### src/rtl/int_dsp_tx_scheduler.sv
// Periodic TX frame scheduler for the FPGA-to-DSP link-layer interrupt path.
// Ports: clk; rst (async, active-low); en, tx_flag, dsp_ack, clr_ovr (inputs);
//        tx_begin, busy, overrun, ovr_cnt[7:0], frame_cnt[15:0] (all registered).
module int_dsp_tx_scheduler #(
    parameter int PERIOD = 1562500,
    parameter int CNT_W  = 21
) (
    input  logic        clk,
    input  logic        rst,
    input  logic        en,
    input  logic        tx_flag,
    input  logic        dsp_ack,
    input  logic        clr_ovr,
    output logic        tx_begin,
    output logic        busy,
    output logic        overrun,
    output logic [7:0]  ovr_cnt,
    output logic [15:0] frame_cnt
);

    typedef enum logic [1:0] {
        IDLE,
        RUN,
        WAIT_ACK
    } state_t;

    localparam logic [CNT_W-1:0] LAST = CNT_W'(PERIOD - 1);

    state_t           state;
    logic [CNT_W-1:0] cnt;
    logic             tick;
    logic             fire;
    logic             miss;

    // tick is gated by en so a disable always wins over a pending boundary
    assign tick = en && (state != IDLE) && (cnt == LAST);

    // A pending ack is consumed before the tick is evaluated
    assign fire = tick && tx_flag &&
                  ((state == RUN) || ((state == WAIT_ACK) && dsp_ack));
    assign miss = tick && (state == WAIT_ACK) && !dsp_ack;

    always_ff @(posedge clk or negedge rst) begin
        if (!rst) begin
            cnt <= '0;
        end else if (!en || state == IDLE || tick) begin
            cnt <= '0;
        end else begin
            cnt <= cnt + CNT_W'(1);
        end
    end

    always_ff @(posedge clk or negedge rst) begin
        if (!rst) begin
            state     <= IDLE;
            tx_begin  <= 1'b0;
            busy      <= 1'b0;
            overrun   <= 1'b0;
            ovr_cnt   <= 8'd0;
            frame_cnt <= 16'd0;
        end else begin
            tx_begin <= fire;

            if (fire) begin
                frame_cnt <= frame_cnt + 16'd1;
            end

            // A new overrun beats a coincident clear
            if (miss) begin
                overrun <= 1'b1;
                if (clr_ovr) begin
                    ovr_cnt <= 8'd1;
                end else if (ovr_cnt != 8'hFF) begin
                    ovr_cnt <= ovr_cnt + 8'd1;
                end
            end else if (clr_ovr) begin
                overrun <= 1'b0;
                ovr_cnt <= 8'd0;
            end

            if (!en) begin
                state <= IDLE;
                busy  <= 1'b0;
            end else begin
                unique case (state)
                    IDLE: begin
                        state <= RUN;
                        busy  <= 1'b0;
                    end
                    RUN: begin
                        if (fire) begin
                            state <= WAIT_ACK;
                            busy  <= 1'b1;
                        end
                    end
                    WAIT_ACK: begin
                        if (dsp_ack && !fire) begin
                            state <= RUN;
                            busy  <= 1'b0;
                        end
                    end
                    default: begin
                        state <= IDLE;
                        busy  <= 1'b0;
                    end
                endcase
            end
        end
    end

endmodule
### config.mk
export PLATFORM = sky130hd
export DESIGN_NAME = int_dsp_tx_scheduler
export DESIGN_NICKNAME = d
export VERILOG_FILES = /design/src/rtl/int_dsp_tx_scheduler.sv
export SDC_FILE = /design/constraint.sdc
export NUM_CORES = 1
export LEC_CHECK = 0
export ABC_AREA = 1
export CAP_MARGIN = 20
export CORE_MARGIN = 5
export CORE_UTILIZATION = 55
export DETAILED_ROUTE_END_ITERATION = 16
export PLACE_DENSITY = 0.81
export SYNTH_ARGS = -nofsm -noshare
export SYNTH_HDL_FRONTEND = slang
export SYNTH_SLANG_ARGS = --single-unit
### constraint.sdc
create_clock -name clk -period 2 [get_ports clk]
set_clock_uncertainty 0.1 [all_clocks]
set_input_delay 0.4 -clock clk [delete_from_list [all_inputs] [get_ports clk]]
set_output_delay 0.4 -clock clk [all_outputs]
set_load 0.03 [all_outputs]
==> impl_metrics.tcl <==
set metrics [dict create \
    nets 427 \
    detail_route.iter0.violations 158 \
    relSlewSlack_pct 65.2 \
    hp-class "flip-flop to flip-flop" \
    die_h_um 82.2 \
    min_from "busy" \
    path_clk_slew_ns 0.08 \
    viasPerCell 5.15 \
    vias 2512 \
    ys.flop_type "dfrtp_1" \
    track_usage_pct 19.8 \
    clockBufferDepth 2 \
    synth_edf_count 0 \
    gp_congestion 0.852 \
    ant_nets 0 \
    crit_chain "clkdlybuf4s50_1" \
    cts_made_buffers 5 \
    ir_drop_mv 0.480 \
    initial_core_util_pct 56.5 \
    fmaxAchievable_ghz 0.516 \
    cts_tree "done" \
    p_per_area_nw_per_um2 611 \
    cts-root-buf "clkbuf_8" \
    synth-seq-cells 50 \
    worstReg2RegStart "cnt[3]" \
    tightestPinTransition_ns 0.523 \
    end_kind "output port" \
    path_max_fanout 4 \
    setup_violations 0 \
    grt-ovfl-total 0 \
    insertion_delay_ns 0.30 \
    path_class "flip-flop to output port" \
    cts_max_level 2 \
    coreArea_um2 5070 \
    cp_slowest_cell "clkdlybuf4s50_1" \
    cp.arrival_ns 1.44 \
    hold_viol 0 \
    synthCells 368 \
    fillerInstances 414 \
    ys_warn_count 0 \
    drt-total-wl_um 6010 \
    grt_pass1_wl_um 10500 \
    cts_sinks 50 \
    drive_above_1_share_pct 12.4 \
    hpwl_um 4680 \
    grt_pass1_vias 2445 \
    wire_per_inst_um 12.3 \
    status "completed" \
    grt_antenna_before_repair 0 \
    dp_slack_ns -0.116 \
    slowest_delay_ns 0.70 \
    min_period_ns 1.94 \
    max_cap_viol_count 0 \
    std_cell_rows 26 \
    netlist_area_um2 2870 \
    synthDistinctLibCells 33 \
    stdcell_count 488 \
    dieArea_um2 6760 \
    synth_nets 377 \
    die_w_um 82.2 \
    start_kind "flip-flop" \
    p_leak_nw 1.63 \
    startpoint "frame_cnt[9]" \
    post_cts_buffers 0 \
    slew_violations 0 \
    io_buffer_count 32 \
    synthToLayoutAreaGrowth_pct 23.1 \
    timing.final.ws_setup_ns 0.0637 \
    ios 33 \
    yosysSeqAreaShare_pct 43.6 \
    worstPathRequired_ns 1.50 \
    rsz0062_at_grt "no" \
    antenna_cells 0 \
    first_pass_iters 4 \
    crit_family "buffers and inverters" \
    grt_max_degree 30 \
    synthArstFlopShare_pct 100 \
    drc 0 \
    fin_crit_sh_pct 96.8 \
    place_inst 480 \
    cp.buffers_inverters 1 \
    syn_avg_cell_area_um2 7.80 \
]
## through the flow
stage / setup TNS [ns] / cell area, um^2 / util (%) / hold WS, ns / total power, mW
6_report: 0 / 3530 / 69.6 / 0.385 / 2.16
5_1_grt: 0 / 3530 / 69.6 / 0.453 / 2.25
4_1_cts: 0 / 3500 / 69.0 / 0.388 / 2.17
3_5_place_dp: -0.559 / 3380 / 66.6 / 0.303 / 1.45
3_3_place_gp: -0.0690 / 3380 / 66.6 / 0.298 / 1.44
2_1_floorplan: 0 / 2870 / - / 0.00441 / 1.30
## area by class of cell
| type | instances | area (um^2) | share of cell area, % |
|---|---|---|---|
| Clock buffer | 6 | 82.6 | 2.34 |
| Inverter | 50 | 188 | 5.31 |
| Clock inverter | 1 | 30.0 | 0.850 |
| Tap cell | 70 | 87.6 | 2.48 |
| Sequential cell | 50 | 1250 | 35.4 |
| Timing Repair Buffer | 48 | 470 | 13.3 |
| Multi-Input combinational cell | 263 | 1420 | 40.3 |
## layout by cell type, fill, tap and decap left out, drive strengths merged, types with 4 or more instances in the layout
master,netlist,final
nand4,8,8
nand3b,4,4
o21ai,24,24
nor3,17,17
clkbuf,2,6
xor2,16,16
nand3,26,26
nor2,52,52
nand2,89,89
clkdlybuf4s50,0,28
buf,3,16
a21oi,12,12
inv,50,50
dfrtp,50,50
## path summary, 6_finish.rpt
check,to,slack (ns),cells after the start
worst min-delay path,busy,0.39,2
max in group asynchronous,cnt[19],0.77,3
worst max register to register,ovr_cnt[3],0.16,9
min in group asynchronous,cnt[7],0.50,2
worst min register to register,busy,0.39,2
worst max-delay path,frame_cnt[9],0.06,1
## flip-flops by register name (all words and copies together) (netlist names)
register   flops
busy           1
cnt           21
frame_cnt     16
overrun        1
ovr_cnt        8
state          2
tx_begin       1
## power breakdown
part	switching, mW	total (mW)	internal, mW
Combinational	0.230	0.368	0.137
Sequential	0.0229	1.07	1.05
Clock	0.321	0.721	0.400
Total	0.574	2.16	1.59
## what timing repair did
| action | 4_1_cts | 5_1_grt |
|---|---|---|
| endpoints found under the setup margin | 0 | 9 |
| endpoints found under the hold margin | 21 | 0 |
| hold buffers | 1 | 0 |
| resized for setup | 0 | 7 |
## layer usage
layer,share of wire (%),GRT usage [%],vias to the layer above
li1,-,-,1278
met1,45,25.4,1182
met2,51,33.7,46
met3,3.2,4.23,6
met4,1.2,5.81,0
met5,0,0,-
## cell families (layout without fill, tap and decap cells)
family	Yosys count	count (layout)	share of synthesized area, %
and+or+nand+nor	201	201	34.1
buffers and inverters	55	105	7.63
DFF	50	50	43.6
AOI/OAI and AO/OA	41	41	7.85
xor gates and xnor gates	18	18	5.49
adders and majority gates	3	3	1.31
## synthesized netlist by cell type (3+ instances only)
library cell	instances	area share (%)
a21oi_1	11	1.9
a31oi_1	3	0.65
dfrtp_1	50	44
ha_1	3	1.3
inv_1	45	5.9
inv_2	5	0.65
nand2_1	84	11
nand2_2	5	1.1
nand3_1	24	4.2
nand3b_1	4	1.0
nand4_1	6	1.3
nor2_1	43	5.6
nor2_2	5	1.1
nor2_4	3	1.2
nor3_1	13	2.3
nor3_2	3	1.0
o21ai_0	24	4.2
xor2_1	16	4.9
(Power assumes the default switching activity.)
